`src/rtl/pool_pkg.sv`:
```
// Shared constants and width helpers for the streaming pooling engine.
package pool_pkg;

    typedef enum logic {
        MODE_MAX = 1'b0,
        MODE_AVG = 1'b1
    } pool_mode_e;

    function automatic int clog2(input int v);
        int r;
        r = 0;
        while ((1 << r) < v) r++;
        return r;
    endfunction

    // A full window sum of POOL*POOL pixels needs 2*log2(POOL) guard bits.
    function automatic int acc_w(input int data_w, input int pool);
        return data_w + 2 * clog2(pool);
    endfunction

endpackage

```
`src/rtl/pool2d_stream_if.sv`:
```
// Pixel-in / pooled-value-out stream bundle for pool2d_stream.
interface pool2d_stream_if #(
    parameter int DATA_W = 8
);
    logic                     mode;
    logic                     in_valid;
    logic                     in_ready;
    logic signed [DATA_W-1:0] in_data;
    logic                     out_valid;
    logic                     out_ready;
    logic signed [DATA_W-1:0] out_data;
    logic                     out_last;

    modport master (
        output mode, in_valid, in_data, out_ready,
        input  in_ready, out_valid, out_data, out_last
    );

    modport slave (
        input  mode, in_valid, in_data, out_ready,
        output in_ready, out_valid, out_data, out_last
    );
endinterface

```
`src/rtl/pool_linebuf.sv`:
```
// Per-window-column partial result store: sync write, combinational read.
module pool_linebuf #(
    parameter int DEPTH = 4,
    parameter int WIDTH = 10,
    parameter int AW    = 2
) (
    input  logic             clk,
    input  logic             we,
    input  logic [AW-1:0]    waddr,
    input  logic [WIDTH-1:0] wdata,
    input  logic [AW-1:0]    raddr,
    output logic [WIDTH-1:0] rdata
);
    logic [WIDTH-1:0] mem [DEPTH];

    // Every entry is written at ky = 0 before it is read, so no reset is needed.
    always_ff @(posedge clk) begin
        if (we) mem[waddr] <= wdata;
    end

    assign rdata = mem[raddr];
endmodule

```
`src/rtl/pool2d_stream.sv`:
```
// Streaming non-overlapping POOL x POOL max/average pooling over a raster-order
// feature map, with a single-entry output register and valid/ready on both sides.
module pool2d_stream
    import pool_pkg::*;
#(
    parameter int DATA_W = 8,
    parameter int POOL   = 2,
    parameter int IMG_W  = 8,
    parameter int IMG_H  = 8
) (
    input logic            clk,
    input logic            rst_n,
    pool2d_stream_if.slave s
);
    localparam int LOG2P = clog2(POOL);
    localparam int SH    = 2 * LOG2P;
    localparam int ACC_W = acc_w(DATA_W, POOL);
    localparam int COL_W = clog2(IMG_W);
    localparam int ROW_W = clog2(IMG_H);
    localparam int LB_D  = IMG_W / POOL;
    localparam int LB_AW = (LB_D > 1) ? clog2(LB_D) : 1;

    typedef logic signed [ACC_W-1:0] acc_t;

    logic [COL_W-1:0]         col;
    logic [ROW_W-1:0]         row;
    logic [LOG2P-1:0]         kx, ky;
    logic [LB_AW-1:0]         wx;
    pool_mode_e               mode_q, cur_mode;
    acc_t                     h_acc, px, v, lb_rd, lv, lb_wd;
    logic                     accept, first, kx_last, ky_first, ky_last;
    logic                     col_last, row_last, done, lb_we;
    logic signed [DATA_W-1:0] res;
    logic                     ov_q, ol_q;
    logic signed [DATA_W-1:0] od_q;

    function automatic acc_t combine(input pool_mode_e m, input acc_t a, input acc_t b);
        if (m == MODE_AVG) return a + b;
        return (a > b) ? a : b;
    endfunction

    // Never stall mid-window: a new result can always replace a popped one.
    assign s.in_ready = !ov_q || s.out_ready;
    assign accept     = s.in_valid && s.in_ready;

    assign kx       = col[LOG2P-1:0];
    assign ky       = row[LOG2P-1:0];
    assign wx       = LB_AW'(col >> LOG2P);
    assign kx_last  = &kx;
    assign ky_first = (ky == '0);
    assign ky_last  = &ky;
    assign col_last = (col == COL_W'(IMG_W - 1));
    assign row_last = (row == ROW_W'(IMG_H - 1));
    assign first    = (col == '0) && (row == '0);

    // The first pixel of a frame uses the live mode; the rest use the latched one.
    assign cur_mode = first ? pool_mode_e'(s.mode) : mode_q;

    assign px    = {{(ACC_W - DATA_W){s.in_data[DATA_W-1]}}, s.in_data};
    assign v     = combine(cur_mode, h_acc, px);
    assign lv    = combine(cur_mode, lb_rd, v);
    assign lb_we = accept && kx_last && !ky_last;
    assign lb_wd = ky_first ? v : lv;
    assign done  = accept && kx_last && ky_last;
    assign res   = (cur_mode == MODE_AVG) ? DATA_W'(lv >>> SH) : DATA_W'(lv);

    pool_linebuf #(
        .DEPTH (LB_D),
        .WIDTH (ACC_W),
        .AW    (LB_AW)
    ) u_linebuf (
        .clk   (clk),
        .we    (lb_we),
        .waddr (wx),
        .wdata (lb_wd),
        .raddr (wx),
        .rdata (lb_rd)
    );

    always_ff @(posedge clk or negedge rst_n) begin
        if (!rst_n) begin
            col    <= '0;
            row    <= '0;
            h_acc  <= '0;
            mode_q <= MODE_MAX;
        end else if (accept) begin
            h_acc <= (kx == '0) ? px : v;
            if (first) mode_q <= pool_mode_e'(s.mode);
            if (col_last) begin
                col <= '0;
                row <= row_last ? '0 : row + ROW_W'(1);
            end else begin
                col <= col + COL_W'(1);
            end
        end
    end

    // A completing window has priority; it also covers the pop-and-load case.
    always_ff @(posedge clk or negedge rst_n) begin
        if (!rst_n) begin
            ov_q <= 1'b0;
            od_q <= '0;
            ol_q <= 1'b0;
        end else if (done) begin
            ov_q <= 1'b1;
            od_q <= res;
            ol_q <= row_last && col_last;
        end else if (s.out_ready) begin
            ov_q <= 1'b0;
        end
    end

    assign s.out_valid = ov_q;
    assign s.out_data  = od_q;
    assign s.out_last  = ol_q;
endmodule

```
`src/flat_wrapper.sv`:
```
// flat-port wrapper written by rule: the top's interface ports become plain ports
module pool2d_stream_flat import pool_pkg::*;
#(
    parameter int DATA_W = 8,
    parameter int POOL   = 2,
    parameter int IMG_W  = 8,
    parameter int IMG_H  = 8
)
  (clk, rst_n, s_mode, s_in_valid, s_in_data, s_out_ready, s_in_ready, s_out_valid, s_out_data, s_out_last);
  pool2d_stream_if #(.DATA_W(DATA_W)) s_i ();
  input logic clk;
  input logic rst_n;
  input wire logic [$bits(s_i.mode)-1:0] s_mode;
  input wire logic [$bits(s_i.in_valid)-1:0] s_in_valid;
  input wire logic [$bits(s_i.in_data)-1:0] s_in_data;
  input wire logic [$bits(s_i.out_ready)-1:0] s_out_ready;
  output wire logic [$bits(s_i.in_ready)-1:0] s_in_ready;
  output wire logic [$bits(s_i.out_valid)-1:0] s_out_valid;
  output wire logic [$bits(s_i.out_data)-1:0] s_out_data;
  output wire logic [$bits(s_i.out_last)-1:0] s_out_last;
  assign s_i.mode = s_mode;
  assign s_i.in_valid = s_in_valid;
  assign s_i.in_data = s_in_data;
  assign s_i.out_ready = s_out_ready;
  assign s_in_ready = s_i.in_ready;
  assign s_out_valid = s_i.out_valid;
  assign s_out_data = s_i.out_data;
  assign s_out_last = s_i.out_last;
  pool2d_stream #(.DATA_W(DATA_W), .POOL(POOL), .IMG_W(IMG_W), .IMG_H(IMG_H)) u_core (.clk(clk), .rst_n(rst_n), .s(s_i));
endmodule
```
`config.mk`:
```
export PLATFORM = sky130hd
export DESIGN_NAME = pool2d_stream_flat
export DESIGN_NICKNAME = d
export VERILOG_FILES = /design/src/rtl/pool_pkg.sv /design/src/rtl/pool2d_stream_if.sv /design/src/rtl/pool_linebuf.sv /design/src/rtl/pool2d_stream.sv /design/src/flat_wrapper.sv
export SDC_FILE = /design/constraint.sdc
export NUM_CORES = 1
export LEC_CHECK = 0
export CAP_MARGIN = 20
export CORE_MARGIN = 3
export CORE_UTILIZATION = 41
export DETAILED_ROUTE_END_ITERATION = 10
export PLACE_DENSITY = 0.67
export SYNTH_ARGS = -nofsm -noshare
export SYNTH_HDL_FRONTEND = slang
export SYNTH_SLANG_ARGS = --single-unit
```
`constraint.sdc`:
```
create_clock -name clk -period 6.5 [get_ports clk]
set_clock_uncertainty 0.05 [all_clocks]
set_input_delay 1.625 -clock clk [delete_from_list [all_inputs] [get_ports clk]]
set_output_delay 1.625 -clock clk [all_outputs]
set_load 0.01 [all_outputs]
```
==> metrics.md <==
| Metric | Value |
|---|---|
| Ys Warns | 0 |
| Avg Inst Size Synth | 10.68 um2 |
| Row cnt | 38 |
| Setup TNS | 0 ns |
| Gr busiest metal | met2 |
| Die Y | 111.9 um |
| Starting density of the core | 0.4227 |
| Total GRT Usage | 0.1984 |
| Clock latency on the worst-skew pair | 0.36 ns |
| Post-Syn Area | 4602 um2 |
| Number of port buffers | 23 |
| Placed wire-length estimate | 9283 um |
| Fin worst setup slack | 0.1696 ns |
| Gr ovfl total | 0 |
| Core outline area | 10,890 um2 |
| Worst EP required | 6.67 ns |
| Via Count | 3,786 |
| Drt first pass iters | 5 |
| Detail Route Antenna Nets | 0 |
| Post-Synthesis Cells | 431 |
| CTS buffer count | 9 |
| Grt met1 use | 0.2782 |
| Worst hold path cell count | 2 |
| Status | complete, no violations |
| Via/cell ratio | 5.576 |
| Worst relative slew slack | 0.2900 |
| DRC Markers | 0 |
| Io pins | 24 |
| Setup crit end kind | flip-flop |
| Reg clk slew, reported paths | 0.08 ns |
| Crit path time final | 6.330 ns |
| Layout cell share with drive strength beyond 1 | 0.2931 |
| Synth Flop Type | edfxtp_1 |
| Synth cell types | 66 |
| Clock root buffer | clkbuf_8 |
| Slew at the pin with the worst max-slew slack | 1.044 ns |
| Reg-to-reg endpoint | u_core.u_linebuf.mem[2][3] |
| R2R cell count | 17 |
| GR Layer Usage met2 | 0.3213 |
| Clk sinks | 67 |
| Hold Path End | u_core.s.out_last |
| Initial antenna violation count | 0 |
| Critical path class | in2reg |
| Max FO, Critical Path | 6 |
| Drt total wl | 12,450 um |
| EDFF count, synth | 40 |
| Die area | 12,530 um2 |
| Routed length per instance | 18.33 um |
| Final Hold Vio Count | 0 |
| Worst EP arrival | 6.50 ns |
| Vias in the first global route | 3,794 |
| Layout net count | 591 |
| CTS tree | done |
| Max clock buf depth | 2 |
| Syn_nets | 488 |
| Initial DRC count | 300 |
| Register bit total from synthesis | 67 |
| Final number of setup-violating endpoints | 0 |
| Fin. max-slew vios | 0 |
| Largest net degree at the start of global routing | 28 |
| Startpoint types | input port |
| ANT cells | 0 |
| Hold WC Path Type | reg2reg |
| Crit. Startpoint | s_in_data[3] |
| Peak Freq | 0.1580 GHz |
| CTS H-tree depth | 3 |
| Dpl ws | -0.3074 ns |
| Synth-to-Final Area Change | 30.59% |
| First-pass GRT wire length | 19,600 um |
| Routability cong. | 0.9746 |
| Final Cycle Share | 0.9739 |
| RSZ-0062 raised after global routing | no |
| Width of the die | 111.9 um |
| GR Util met3 | 0.03370 |
| Worst r2r src | u_core.col[1] |
| Hold_buf cts | 0 |
| Min-delay src | u_core.s.out_last |
| Reg2Reg Setup Slack | 1.05 ns |
| Max_cap viols | 0 |
| Finished Core Util | 0.5519 |
| Asr flop ratio synth | 0.4030 |
| Post-synthesis sequential area ratio | 0.4078 |
[placed cells by master (no fill, tap or decap), types with 3 or more instances in the layout]
| cell | count |
|---|---|
| clkinvlp_4 | 3 |
| nand2_1 | 35 |
| nand2b_1 | 4 |
| a221oi_1 | 4 |
| clkdlybuf4s50_1 | 22 |
| mux2i_4 | 5 |
| mux2_2 | 9 |
| ha_4 | 5 |
| nand3b_1 | 3 |
| ha_1 | 37 |
| xnor2_1 | 9 |
| and3_1 | 6 |
| dfrtp_1 | 27 |
| nor2b_1 | 3 |
| a21oi_1 | 20 |
| nor3_2 | 4 |
| nand3_1 | 8 |
| mux2i_1 | 15 |
| edfxtp_1 | 40 |
| mux4_2 | 9 |
| o31ai_1 | 3 |
| nor2_1 | 19 |
| or3_1 | 6 |
| buf_4 | 84 |
| o21ai_0 | 20 |
| o221ai_1 | 3 |
| mux2i_2 | 4 |
| o211ai_1 | 5 |
| nor3_1 | 15 |
| a31oi_1 | 3 |
| o21bai_1 | 3 |
| clkbuf_8 | 9 |
| inv_1 | 31 |
| a21o_1 | 8 |
[worst max-delay path, stage by stage]
cell and delay, ns:
clkdlybuf4s50_1 0.49, inv_1 0.09, ha_4 0.29, nand4_1 0.18, nor4_4 0.35, a32o_2 0.25
nor2_2 0.06, buf_6 0.16, mux2i_4 0.19, o211a_1 0.25, ha_1 0.32, and4b_1 0.22
nand3_2 0.09, nor2_1 0.06, or3_1 0.36, a31o_4 0.22, o41a_4 0.53, buf_4 0.16
a31oi_1 0.30, a2bb2oi_2 0.17, buf_4 0.13
[metal layers]
metal,wire length [um],share of wire,up-vias
met5,0,0,-
met4,212,0.017,0
met3,606,0.049,18
met2,5963,0.48,90
met1,5662,0.45,1863
li1,-,-,1815
[metrics by stage]
step | hold WS [ns] | instances | cell area, um2
after floorplan | 0.4168 | 431 | 4602
after global placement | 0.4111 | 659 | 5565
after detailed placement | 0.4185 | 659 | 5565
after CTS | 0.4359 | 675 | 5742
after global routing | 0.4535 | 679 | 6010
final | 0.4334 | 679 | 6010
[cell families after synthesis]
kind of cell    after synthesis  share of synthesized area
fa+ha+maj                    44                     0.1229
flops                        67                     0.4078
buf+inv                      50                    0.04241
compound gates               97                     0.1517
simple gates                120                     0.1359
xor+xnor                     11                    0.02093
mux                          42                     0.1183
[registers in the layout (all words and copies together), names as in the netlist]
register / flops
u_core.col: 3
u_core.row: 3
u_core.mode_q: 1
u_core.u_linebuf.mem: 40
u_core.s.out_data: 8
u_core.s.out_last: 1
u_core.h_acc: 10
u_core.s.out_valid: 1
[area by class of cell]
cell class,instances,area [um2]
clock buffer,10,127.6
inverter,33,123.9
clock inverter,6,48.80
timing repair buffer,109,885.9
fill,945,4878
sequential,67,1877
multi-input combinational,314,2771
tap,140,175.2
[synth_stat cells, types with 10 or more instances]
| cell | instances | area, um2 |
|---|---|---|
| edfxtp_1 | 40 | 1201 |
| dfrtp_1 | 27 | 675.7 |
| xnor2_1 | 10 | 87.58 |
| o21ai_0 | 22 | 110.1 |
| inv_1 | 31 | 116.4 |
| a21oi_1 | 20 | 100.1 |
| nand2_1 | 35 | 131.4 |
| nor3_1 | 18 | 90.09 |
| mux2i_1 | 24 | 240.2 |
| clkbuf_1 | 10 | 37.54 |
| ha_1 | 42 | 525.5 |
| nor2_1 | 20 | 75.07 |
[repair_timing]
action,CTS,global route
setup endpoints to repair,0,45
resized for setup,0,38
setup buffers,0,4
[how the worst max path moves through the flow]
stage | endpoint | depth (start not counted)
4_1_cts | u_core.u_linebuf.mem[0][8] | 22
5_1_grt | u_core.u_linebuf.mem[3][5] | 20
3_5_place_dp | u_core.u_linebuf.mem[1][8] | 23
2_1_floorplan | u_core.u_linebuf.mem[0][5] | 20
3_3_place_gp | u_core.u_linebuf.mem[2][8] | 23
6_report | u_core.u_linebuf.mem[2][3] | 21
Power is left out: the tool's default activity adds up to more than one toggle a clock period on the data nets, which glitch-free logic cannot reach.
